`src/rtl/vpu_lane_sequencer.sv`:
```
// Issues one vector instruction as 64-bit beats to a single VPU lane and
// returns the lane results to the VRF through a small result FIFO.
module vpu_lane_sequencer #(
  parameter int VL_W      = 7,
  parameter int RES_DEPTH = 4
) (
  input  logic            clk_i,
  input  logic            rst_i,
  input  logic            req_valid_i,
  output logic            req_ready_o,
  input  logic            req_fu_i,
  input  logic [1:0]      req_vsew_i,
  input  logic [VL_W-1:0] req_vl_i,
  input  logic [4:0]      req_vd_i,
  output logic            lane_valid_o,
  output logic            lane_fu_o,
  output logic [1:0]      lane_vsew_o,
  output logic [VL_W-1:0] lane_beat_o,
  input  logic            lane_res_valid_i,
  input  logic            lane_res_en_i,
  input  logic [63:0]     lane_res_i,
  output logic            wb_valid_o,
  input  logic            wb_ready_i,
  output logic            wb_en_o,
  output logic [4:0]      wb_vd_o,
  output logic [VL_W-1:0] wb_beat_o,
  output logic [7:0]      wb_be_o,
  output logic [63:0]     wb_data_o,
  output logic            done_o
);

  localparam int CNT_W   = $clog2(RES_DEPTH + 1);
  localparam int PTR_W   = (RES_DEPTH > 1) ? $clog2(RES_DEPTH) : 1;
  localparam int BYTES_W = VL_W + 3;

  typedef enum logic [1:0] {
    S_IDLE,
    S_ISSUE,
    S_DRAIN,
    S_DONE
  } state_e;

  typedef struct packed {
    logic            en;
    logic [VL_W-1:0] beat;
    logic [7:0]      be;
    logic [63:0]     data;
  } res_entry_t;

  state_e state_q, state_d;

  logic            fu_q, fu_d;
  logic [1:0]      vsew_q, vsew_d;
  logic [VL_W-1:0] vl_q, vl_d;
  logic [4:0]      vd_q, vd_d;
  logic [VL_W-1:0] issue_cnt_q, issue_cnt_d;
  logic [VL_W-1:0] res_cnt_q, res_cnt_d;
  logic [VL_W-1:0] wb_cnt_q, wb_cnt_d;
  logic [CNT_W-1:0] inflight_q, inflight_d;
  logic [CNT_W-1:0] fifo_cnt_q, fifo_cnt_d;
  logic [PTR_W-1:0] wr_ptr_q, wr_ptr_d;
  logic [PTR_W-1:0] rd_ptr_q, rd_ptr_d;

  res_entry_t fifo_q [RES_DEPTH];
  res_entry_t push_entry;
  res_entry_t head;

  logic               accept;
  logic               push;
  logic               pop;
  logic               credit_ok;
  logic [CNT_W:0]     occupancy;
  logic [BYTES_W-1:0] vl_bytes;
  logic [VL_W-1:0]    nbeats;
  logic [VL_W-1:0]    last_beat;
  logic [7:0]         last_be;

  function automatic logic [PTR_W-1:0] ptr_inc(input logic [PTR_W-1:0] ptr);
    if (ptr == PTR_W'(RES_DEPTH - 1)) return '0;
    return ptr + PTR_W'(1);
  endfunction

  // Beat geometry of the latched instruction: total bytes, beat count and
  // the partial byte-enable pattern of the final beat.
  always_comb begin
    vl_bytes  = BYTES_W'(vl_q) << vsew_q;
    nbeats    = VL_W'((vl_bytes + BYTES_W'(7)) >> 3);
    last_beat = nbeats - VL_W'(1);
    last_be   = (vl_bytes[2:0] == 3'd0) ? 8'hFF : ~(8'hFF << vl_bytes[2:0]);
  end

  // Credit: every beat issued but not yet written back holds one FIFO slot.
  assign occupancy = {1'b0, inflight_q} + {1'b0, fifo_cnt_q};
  assign credit_ok = occupancy < (CNT_W + 1)'(RES_DEPTH);

  assign accept = req_valid_i && req_ready_o;
  // A VALU result may arrive with its own issue while inflight_q is still 0.
  assign push   = lane_res_valid_i && (state_q == S_ISSUE || state_q == S_DRAIN) &&
                  (inflight_q != '0 || lane_valid_o);
  assign pop    = wb_valid_o && wb_ready_i;

  // ---------------------------------------------------------------- FSM
  // NOTE: sequential blocks use non-blocking (<=) so every flop samples the
  // pre-edge value of the others; comb blocks use blocking (=).
  always_ff @(posedge clk_i or negedge rst_i) begin
    if (!rst_i) state_q <= S_IDLE;
    else        state_q <= state_d;
  end

  always_comb begin
    // NOTE: a default before the case keeps every path assigned, so no latch.
    state_d = state_q;
    case (state_q)
      S_IDLE:  if (accept) state_d = (req_vl_i == '0) ? S_DONE : S_ISSUE;
      S_ISSUE: if (issue_cnt_d == nbeats) state_d = S_DRAIN;
      S_DRAIN: if (wb_cnt_d == nbeats) state_d = S_DONE;
      S_DONE:  state_d = S_IDLE;
      default: state_d = S_IDLE;
    endcase
  end

  always_comb begin
    req_ready_o  = (state_q == S_IDLE);
    lane_valid_o = (state_q == S_ISSUE) && (issue_cnt_q < nbeats) && credit_ok;
    done_o       = (state_q == S_DONE);
  end

  // ---------------------------------------------------------- datapath
  always_comb begin
    fu_d        = fu_q;
    vsew_d      = vsew_q;
    vl_d        = vl_q;
    vd_d        = vd_q;
    issue_cnt_d = issue_cnt_q + VL_W'(lane_valid_o);
    res_cnt_d   = res_cnt_q + VL_W'(push);
    wb_cnt_d    = wb_cnt_q + VL_W'(pop);
    inflight_d  = inflight_q + CNT_W'(lane_valid_o) - CNT_W'(push);
    fifo_cnt_d  = fifo_cnt_q + CNT_W'(push) - CNT_W'(pop);
    wr_ptr_d    = push ? ptr_inc(wr_ptr_q) : wr_ptr_q;
    rd_ptr_d    = pop ? ptr_inc(rd_ptr_q) : rd_ptr_q;
    if (accept) begin
      fu_d        = req_fu_i;
      vsew_d      = req_vsew_i;
      vl_d        = req_vl_i;
      vd_d        = req_vd_i;
      issue_cnt_d = '0;
      res_cnt_d   = '0;
      wb_cnt_d    = '0;
      inflight_d  = '0;
    end
  end

  always_ff @(posedge clk_i or negedge rst_i) begin
    if (!rst_i) begin
      fu_q        <= 1'b0;
      vsew_q      <= 2'd0;
      vl_q        <= '0;
      vd_q        <= 5'd0;
      issue_cnt_q <= '0;
      res_cnt_q   <= '0;
      wb_cnt_q    <= '0;
      inflight_q  <= '0;
      fifo_cnt_q  <= '0;
      wr_ptr_q    <= '0;
      rd_ptr_q    <= '0;
    end else begin
      fu_q        <= fu_d;
      vsew_q      <= vsew_d;
      vl_q        <= vl_d;
      vd_q        <= vd_d;
      issue_cnt_q <= issue_cnt_d;
      res_cnt_q   <= res_cnt_d;
      wb_cnt_q    <= wb_cnt_d;
      inflight_q  <= inflight_d;
      fifo_cnt_q  <= fifo_cnt_d;
      wr_ptr_q    <= wr_ptr_d;
      rd_ptr_q    <= rd_ptr_d;
    end
  end

  // -------------------------------------------------------- result FIFO
  always_comb begin
    push_entry.en   = lane_res_en_i;
    push_entry.beat = res_cnt_q;
    push_entry.be   = (res_cnt_q == last_beat) ? last_be : 8'hFF;
    push_entry.data = lane_res_i;
  end

  // NOTE: storage is not reset; the count/pointers define validity and the
  // outputs below are zeroed while the FIFO is empty.
  always_ff @(posedge clk_i) begin
    if (push) fifo_q[wr_ptr_q] <= push_entry;
  end

  assign head = fifo_q[rd_ptr_q];

  always_comb begin
    wb_valid_o = (fifo_cnt_q != '0);
    wb_en_o    = wb_valid_o && head.en;
    wb_beat_o  = wb_valid_o ? head.beat : '0;
    wb_be_o    = wb_valid_o ? head.be : 8'h00;
    wb_data_o  = wb_valid_o ? head.data : 64'd0;
  end

  assign lane_fu_o   = fu_q;
  assign lane_vsew_o = vsew_q;
  assign lane_beat_o = issue_cnt_q;
  assign wb_vd_o     = vd_q;

endmodule

```
`config.mk`:
```
export PLATFORM = sky130hd
export DESIGN_NAME = vpu_lane_sequencer
export DESIGN_NICKNAME = d
export VERILOG_FILES = /design/src/rtl/vpu_lane_sequencer.sv
export SDC_FILE = /design/constraint.sdc
export NUM_CORES = 1
export LEC_CHECK = 0
export CORE_ASPECT_RATIO = 0.75
export CORE_MARGIN = 3
export CORE_UTILIZATION = 25
export DETAILED_ROUTE_END_ITERATION = 8
export GPL_ROUTABILITY_DRIVEN = 0
export PLACE_DENSITY_LB_ADDON = 0.25
export SLEW_MARGIN = 10
export SYNTH_ARGS = -nofsm -noshare
export SYNTH_HDL_FRONTEND = slang
export SYNTH_SLANG_ARGS = --single-unit
export TNS_END_PERCENT = 10
```
`constraint.sdc`:
```
create_clock -name clk_i -period 8.6 [get_ports clk_i]
set_input_delay 2.15 -clock clk_i [delete_from_list [all_inputs] [get_ports clk_i]]
set_output_delay 2.15 -clock clk_i [all_outputs]
set_load 0.02 [all_outputs]
```
== Word-level counts from Yosys, hierarchy flattened ==
Memories as Yosys holds them, arrays and structs flattened.
Index checks and enable logic that the tools add are counted.

* Bits in registers: 48
* RAM bits: 320
* Input bits: 85
* Output and inout bits: 99
* Logic and storage cells: 78
* Memories: 1

{| class="wikitable"
|+ Memories
! name !! words !! bits a word !! read ports !! clocked after memory_dff !! write ports !! line !! source
|-
| fifo_q || 4 || 80 || 1 || 0 || 1 || 64 || <nowiki>res_entry_t fifo_q [RES_DEPTH];</nowiki>
|}

* Add/sub/neg operators: 12
* $lt $le $gt $ge: 2
* Equal/unequal tests: 11
* Shift operators: 2
* Multiplexer cells: 22
* Bitwise logic cells: 1
* Reduce and logical (&&, ||, !) cells: 15

{| class="wikitable"
|+ Operator list
! operator !! count
|-
| 64-bit 2-to-1 mux || 1
|-
| 7-bit 2-to-1 mux || 4
|-
| 8-bit 2-to-1 mux || 3
|-
| 7-bit by 1-bit adder with 7-bit output || 3
|-
| 7-bit == test || 3
|-
| 2-bit 2-to-1 mux || 8
|-
| 10-bit by 3-bit adder with 10-bit output, second input constant || 1
|-
| 7-bit by 2-bit left shift with 10-bit output || 1
|-
| 2-bit == test, second input constant || 4
|-
| 8-bit inverter || 1
|-
| 2-bit case mux with 4 select lines || 1
|-
| 8-bit by 3-bit left shift with 8-bit output, first input constant || 1
|-
| 1-bit logical AND || 7
|-
| 7-bit logical NOT || 1
|-
| 7-bit < comparator || 1
|-
| 7-bit by 1-bit subtractor with 7-bit output, second input constant || 1
|-
| 3-bit by 1-bit adder with 3-bit output || 2
|-
| 2-bit by 1-bit inequality test with 1-bit output, second input constant || 3
|-
| 3-bit nonzero test || 2
|-
| 3-bit by 1-bit subtractor with 3-bit output || 2
|-
| 2-bit by 1-bit adder with 2-bit output, second input constant || 2
|-
| 3-bit by 3-bit adder with 4-bit output || 1
|-
| 4-bit by 3-bit < comparator with 1-bit output, second input constant || 1
|-
| 1-bit 2-to-1 mux || 4
|-
| 6 further kinds || 7
|}

== Logic depth before layout (Yosys ltp) ==
Gate-level depths: netlist of run 1.

* Depth after elaboration: 10
* Depth in mapped cells: 22
* Depth with buffers taken out: 20

== Worst setup path after synthesis of run 1 ==
Ideal clock, no wire load.

* Path type: flip-flop to flip-flop
* From: reg vsew_q[1], in the netlist lane_vsew_o[1]
* To: mem fifo_q[0][0] (netlist bit) (enable)
* Library setup time: 0.446 ns
* Data arrival time: 4.478 ns
* Required time: 8.154 ns
* Slack: 3.676 ns
* Cell stages (with the launch flop): 13
* Buffers on the path: 2
* Clock period less this slack: 4.924 ns
* Cells stage by stage: dfrtp_1 buf_2 buf_2 nor3_1 o211ai_2 o41ai_1 nand2_1 a211o_1 a32oi_1 or3_4 o211ai_2 inv_2 and2_1

* Longest elaborated chain between the ends: 9

{| class="wikitable"
|+ RTL lines
! element !! line !! source
|-
| start: declaration || 53 || <nowiki>logic [1:0] vsew_q, vsew_d;</nowiki>
|-
| start signal: assignment || 168 || <nowiki>vsew_q <= vsew_d;</nowiki>
|-
| 7-bit by 2-bit left shift with 10-bit output || 86 || <nowiki>vl_bytes = BYTES_W'(vl_q) << vsew_q;</nowiki>
|-
| 10-bit by 3-bit adder with 10-bit output || 87 || <nowiki>nbeats = VL_W'((vl_bytes + BYTES_W'(7)) >> 3);</nowiki>
|-
| 7-bit < comparator || 124 || <nowiki>lane_valid_o = (state_q == S_ISSUE) && (issue_cnt_q < nbeats) && credit_ok;</nowiki>
|-
| 1-bit logical AND (2 in series) || 124 ||
|-
| via lane_valid_o || 15 || <nowiki>output logic lane_valid_o,</nowiki>
|-
| 1-bit logical OR || 99 || <nowiki>(inflight_q != '0 || lane_valid_o);</nowiki>
|-
| 1-bit logical AND || 98 || <nowiki>assign push = lane_res_valid_i && (state_q == S_ISSUE || state_q == S_DRAIN) &&</nowiki>
|-
| via push || 69 || <nowiki>logic push;</nowiki>
|-
| 1-bit 2-to-1 mux || 192 || <nowiki>if (push) fifo_q[wr_ptr_q] <= push_entry;</nowiki>
|-
| 1-bit 2-to-1 mux (implied by the code) || 192 ||
|-
| end: declaration || 64 ||
|}

The timed path passes the listed nets, and every way through them passes these cells.

== Worst setup path in the final report of run 1 ==
* From: reg vsew_q[1], in the netlist lane_vsew_o[1]
* To: out lane_valid_o

* Longest elaborated chain between the ends: 5

{| class="wikitable"
|+ RTL lines
! element !! line
|-
| 7-bit by 2-bit left shift with 10-bit output || 86
|-
| 10-bit by 3-bit adder with 10-bit output || 87
|-
| 7-bit < comparator || 124
|-
| 1-bit logical AND (2 in series) || 124
|-
| end: declaration || 15
|}

No other way between the ends.

==> metrics.csv, run 1 <==
metric,value,unit
Post-synth EDFFs,316,
"most common cell after layout, fill and taps aside",edfxtp_1,
Seq pwr share,35.1,%
Final Hold Viols,0,
clock latency on the worst-skew pair,0.56,ns
worst endpoint required time,6.45,ns
Buffers & Inverters on Critical Path,1,
setup total negative slack,0,ns
drt first-iter violations,522,
chip width,292.3,um
P_int,4631,uW
final setup fails,0,
maximum clock frequency,156.4,MHz
Max Buffers Root-to-Sink,3,
"Max FO, Critical Path",26,
# IOs,184,
Clk pwr share,22.9,%
max_cap viols,0,
Global Route Usage Sum,11.35,%
nets,1199,
CP startpoint kind,register,
HP Class,register to register,
Final ANT Viol Nets,0,
Setup CP Type,register to primary output,
vias in the first global route,8790,
DR pass1 iterations,6,
root buffer selected by CTS,clkbuf_16,
layout cell share with drive strength beyond 1,15.49,%
initial antenna violation count,2,
Yosys reg bits,364,
grt ovf,0,
slew margin rel.,39.93,%
Sw Pwr,2554,uW
HPWL after detailed placement,22480,um
Vias,8405,
CORE AREA,60610,um^2
reg2reg start,lane_vsew_o[1],
post-synth top area cell,edfxtp_1,
"Slew Viols, Final",0,
Tmin final,6.393,ns
cells along the critical path,mux4_2 -> o211ai_2 -> o41ai_1 -> nand2_1 -> a2111oi_0 -> or3_4 -> clkdlybuf4s50_1,
Sinks on Clock Net,364,
full die area,64510,um^2
chip height,220.7,um
number of warnings printed during yosys synthesis,0,
hold_buf cts,0,
DRC,0,
Netlist Area Pre-Place,15370,um^2
maximum VDD drop,160.4,uV
CP Launch Point,lane_vsew_o[1],
ys async rst share,13.19,%
placed instance area,18100,um^2
Mapped Nets,1009,
HP Start,wb_vd_o[0],
Synth area leaders,"edfxtp_1, mux4_2, dfrtp_1",
"delay-heaviest family, CP",compound AO/OA/AOI/OAI gates,
top-area cell type share of the netlist area,61.75,%
post-CTS setup buffers,0,
via/cell ratio,4.384,
"Largest stage delay, worst path",0.87,ns
Area Overhead vs Synth,25.92,%
Synth Instances,899,
Tightest Pin Transition,0.9011,ns
commonest register cell after synthesis,edfxtp_1,
logic gate share of total power,42.1,%
period utilization,74.34,%
Post-CTS Resized,0,
Final Instance Area,19350,um^2
status,"complete, no violations",
Crit. End Element,primary output,
PD cells,371.3,nW/um^2
port bufs,183,
CTS buffer count,39,
Core Rows,78,
Setup Skew,0.02655,ns
most frequent cells in the layout,"edfxtp_1, clkdlybuf4s50_1, and2_1, mux4_2, nand2_1",
H-tree Lvls,2,
largest net degree at the start of global routing,49,
sequential element share of the synthesized area,69.57,%
n_diodes,0,
crit path DAT,4.24,ns
final WL,36450,um
RSZ-0062 raised after global routing,false,
Starting Density,25.35,%
Leak Pwr,0.006434,uW
switching share of power,35.55,%
CP max-delay cell,dfrtp_1,
CTS tree,built,
syn_area_per_cell,17.09,um^2
Worst-path clk slew,0.06,ns
count of cell types in the netlist,59,
post-DR wirelength/cell,19.01,um
first-pass GRT wire length,55560,um
-- per-layer routing --
| layer | share of wire, % | GRT usage [%] | routed length, um |
|---|---|---|---|
| met1 | 49 | 16.40 | 17860 |
| met2 | 44 | 17.13 | 15980 |
| met3 | 5.3 | 2.659 | 1920 |
| met4 | 1.9 | 3.124 | 681 |
| met5 | 0.036 | 0 | 13 |
-- power by group through the flow --
stage               clock network, uW  registers (uW)  logic [uW]
detailed placement                  0            2570        3080
global placement                    0            2550        3080
finish                           1640            2520        3020
CTS                              1710            2530        3090
global route                     1780            2570        3310
floorplan                           0            2450        1980
-- final timing paths --
check                                     to  slack [ns]  cells past startpoint
worst min-delay path              wb_vd_o[0]        0.48                      2
worst max-delay path            lane_valid_o        2.21                      7
max in group asynchronous        rd_ptr_q[0]        6.39                      2
worst min register to register    wb_vd_o[0]        0.48                      2
worst max register to register    state_q[1]        3.38                     18
min in group asynchronous         wb_vd_o[2]        1.69                      2
-- through the flow --
step	setup slack (ns)	total power [uW]	instances	hold WS, ns	util [%]
final	2.207	7185	1917	0.4807	31.93
after detailed placement	2.833	5648	1848	0.4650	29.87
after global routing	1.811	7660	1917	0.5093	31.93
after floorplan	3.676	4424	899	0.4965	-
after CTS	2.198	7337	1917	0.4880	31.93
after global placement	2.931	5631	1848	0.4593	29.87
-- synthesized netlist by cell type (2+ instances only) --
cell,number
clkbuf_1,25
fa_1,2
buf_1,12
o211ai_1,2
or3_1,4
nor3_1,7
nand4b_1,2
and3_1,5
dfrtp_1,48
o32a_1,3
buf_4,2
inv_1,19
and2_1,92
o211ai_2,2
a32oi_1,3
o32ai_1,2
o2111ai_1,2
or3_4,3
ha_1,23
o21ai_0,19
xor2_1,18
xnor2_1,21
nand3_1,15
nand4_1,3
nor2_1,34
mux2i_1,5
mux2_2,5
mux2_4,2
nand2b_1,3
a211o_1,2
buf_2,4
edfxtp_1,316
o22ai_1,4
a21oi_1,14
nand2_1,67
mux4_2,81
nor2b_1,6
-- kinds of logic after synthesis --
group                    Yosys count  share of synthesized area, %
flip-flops                       364                         69.57
multiplexers                      93                         12.76
buffers and inverters             65                         1.718
AO/OA/AOI/OAI                     65                         2.875
AND/OR/NAND/NOR                  247                         8.542
XOR/XNOR                          40                         2.402
adder cells (fa/ha/maj)           25                         2.133
-- cell type report --
cell class              count  area (um^2)
multi-input cells         470         4423
clock inverters            24        247.7
clock buffers              45        998.5
inverters                  21        78.83
flip-flops and latches    364        10700
well taps                 800         1001
fillers                  5875        41260
repair buffers            193         1902
-- worst reg2reg max path: cells and delay by family (launching register included) --
kind / cells / cell delay [ns]
xor+xnor: 2 / 0.28
fa+ha+maj: 2 / 0.48
compound gates: 7 / 1.77
simple gates: 4 / 0.84
flops: 1 / 0.87
buf+inv: 1 / 0.14
mux: 2 / 0.76
-- flip-flops by register name, indices dropped and copies added, names as in the netlist, 3 cells and up --
signal and flops:
inflight_q 3, wb_cnt_q 7, wb_vd_o 5, vl_q 7, lane_beat_o 7, fifo_cnt_q 3
fifo_q 316, res_cnt_q 7
Power figures use the tool's default switching activity.
==> inputs of run 2 (changes only) <==
==> constraint.sdc (replaced) <==
create_clock -name clk_i -period 5.35 [get_ports clk_i]
set_input_delay 1.3375 -clock clk_i [delete_from_list [all_inputs] [get_ports clk_i]]
set_output_delay 1.3375 -clock clk_i [all_outputs]
set_load 0.02 [all_outputs]
==> run 2 against run 1 <==
Clock skew shrank 0.0082 ns. Critical path type unchanged. Design area increased by 1.6%. Global-route usage increased by 0.089 points. Routed wire length rose by 1.4%. Non-clock buffer count up 12. Power increased by 64%. Flip-flop and latch count unchanged.
==> metrics.csv, run 2 (synthesized netlist as in run 1, its figures left out) <==
metric,value,unit,change
status,"complete, no violations",,
CTS tree,built,,
Crit. End Element,primary output,,
placed instance area,18320,um^2,+1.2%
RSZ-0062 raised after global routing,false,,
layout cell share with drive strength beyond 1,16.86,%,+1.4 points
grt ovf,0,,unchanged
Hold Crit Depth,2,,unchanged
chip width,292.3,um,unchanged
worst endpoint required time,4.01,ns,-2.44 ns
largest net degree at the start of global routing,72,,+47%
period utilization,94.97,%,
post-DR wirelength/cell,19.12,um,+0.58%
Final Instance Area,19670,um^2,+1.6%
crit path DAT,3.74,ns,-0.50 ns
reg2reg start,lane_vsew_o[0],,
hold slack,0.4850,ns,+0.004299 ns
worst reg2reg path depth,21,,+3
nets,1212,,+1.1%
most frequent cells in the layout,"edfxtp_1, clkdlybuf4s50_1, and2_1, mux4_2, nand2_1",,
initial antenna violation count,1,,-1
CP startpoint kind,register,,
# IOs,184,,unchanged
Final Hold Viols,0,,unchanged
cells along the critical path,mux4_2 -> o211ai_2 -> o41ai_1 -> nand2_2 -> a2111oi_0 -> or3_4 -> clkdlybuf4s50_1,,
n_diodes,0,,unchanged
port bufs,183,,unchanged
max FFs per register,316,,unchanged
Sinks on Clock Net,364,,unchanged
Global Route Usage Sum,11.44,%,+0.089 points
Setup Skew,0.01838,ns,-0.008171 ns
RR Endpoint,state_q[1],,
vias in the first global route,8671,,-1.4%
full die area,64510,um^2,unchanged
Worst-path clk slew,0.06,ns,about the same
clock latency on the worst-skew pair,0.55,ns,about the same
final setup fails,0,,unchanged
maximum VDD drop,222.6,uV,+39%
PD cells,600.9,nW/um^2,+62%
final WL,36970,um,+1.4%
Buffers & Inverters on Critical Path,1,,unchanged
chip height,220.7,um,unchanged
Final ANT Viol Nets,0,,unchanged
slew margin rel.,49.52,%,+9.6 points
first-pass GRT wire length,55980,um,+0.76%
"Slew Viols, Final",0,,unchanged
Max Buffers Root-to-Sink,3,,unchanged
"most common cell after layout, fill and taps aside",edfxtp_1,,
H-tree Lvls,2,,unchanged
Tmin final,5.081,ns,
hold_buf cts,0,,unchanged
"Max FO, Critical Path",18,,-31%
Setup CP Type,register to primary output,,
setup total negative slack,0,ns,unchanged
HPWL after detailed placement,22980,um,+2.2%
Leak Pwr,0.006573,uW,+2.2%
DRC,0,,unchanged
area taken by multi-input logic gates,4425,um^2,about the same
CTS buffer count,40,,+2.6%
max_cap viols,0,,unchanged
"delay-heaviest family, CP",compound AO/OA/AOI/OAI gates,,
register area,10700,um^2,about the same
maximum clock frequency,196.8,MHz,
Starting Density,25.35,%,unchanged
HP Class,register to register,,
Core Rows,78,,unchanged
drt first-iter violations,574,,+10%
via/cell ratio,4.371,,-0.30%
DR pass1 iterations,5,,-1
flop-to-flop setup slack,0.66,ns,-2.72 ns
"Largest stage delay, worst path",0.61,ns,-0.26 ns
CP max-delay cell,clkdlybuf4s50_1,,
HP Start,wb_vd_o[2],,
Tightest Pin Transition,0.7477,ns,-0.1534 ns
CORE AREA,60610,um^2,unchanged
fill cell count,5870,,-0.085%
Worst Hold Path EP,wb_vd_o[2],,
root buffer selected by CTS,clkbuf_16,,
Vias,8450,,+0.54%
Top reg by flops,fifo_q,,
Area Overhead vs Synth,27.98,%,
==> run 2: repair_timing <==
action,4_1_cts,5_1_grt
pin swaps,0,0
setup endpoints to repair,1,1
endpoints found under the hold margin,0,0
gates resized for setup,2,3
setup buffers,0,2
==> run 2: power breakdown <==
part           total, uW  switching [uW]  internal (uW)
Combinational       5020            2650           2380
Sequential          4000             333           3670
Clock               2790            1130           1660
==> run 2: area by class of cell <==
class	count	share of cell area (%)
Tap cell	800	5.090
Timing Repair Buffer	205	10.83
Multi-Input combinational cell	470	22.50
Sequential cell	364	54.42
Inverter	21	0.4199
Clock inverter	23	1.355
Clock buffer	50	5.383
==> run 2: tightest hold or removal path: stages, from the launching register on <==
cell	delay (ns)
dfrtp_1	0.35
nand2_1	0.05
nand2_1	0.05
==> run 2: layer usage <==
metal | wire (um) | up-vias | global-route usage, %
met2 | 16090 | 211 | 16.99
met4 | 674 | 2 | 3.007
li1 | - | 3860 | -
met1 | 18110 | 4324 | 16.66
met5 | 13 | - | 0
met3 | 2081 | 53 | 2.910
==> run 2: through the flow <==
stage / power (uW) / utilization [%] / instances / worst slack (ns)
3_3_place_gp: 9166 / 30.22 / 1858 / 0.5084
4_1_cts: 12040 / 32.41 / 1931 / 0.06244
5_1_grt: 12550 / 32.45 / 1933 / 0.02145
6_report: 11820 / 32.45 / 1933 / 0.2689
3_5_place_dp: 9176 / 30.22 / 1858 / 0.4308
2_1_floorplan: 7112 / - / 899 / 0.4259
==> run 2: worst max-delay path by stage <==
stage	from	to	depth (start not counted)
after global routing	lane_vsew_o[0]	lane_valid_o	7
after global placement	lane_vsew_o[0]	state_q[1]	20
final	lane_vsew_o[0]	lane_valid_o	7
after detailed placement	lane_vsew_o[0]	state_q[1]	18
after CTS	lane_vsew_o[0]	lane_valid_o	7
after floorplan	lane_vsew_o[1]	fifo_q[0][0]	12
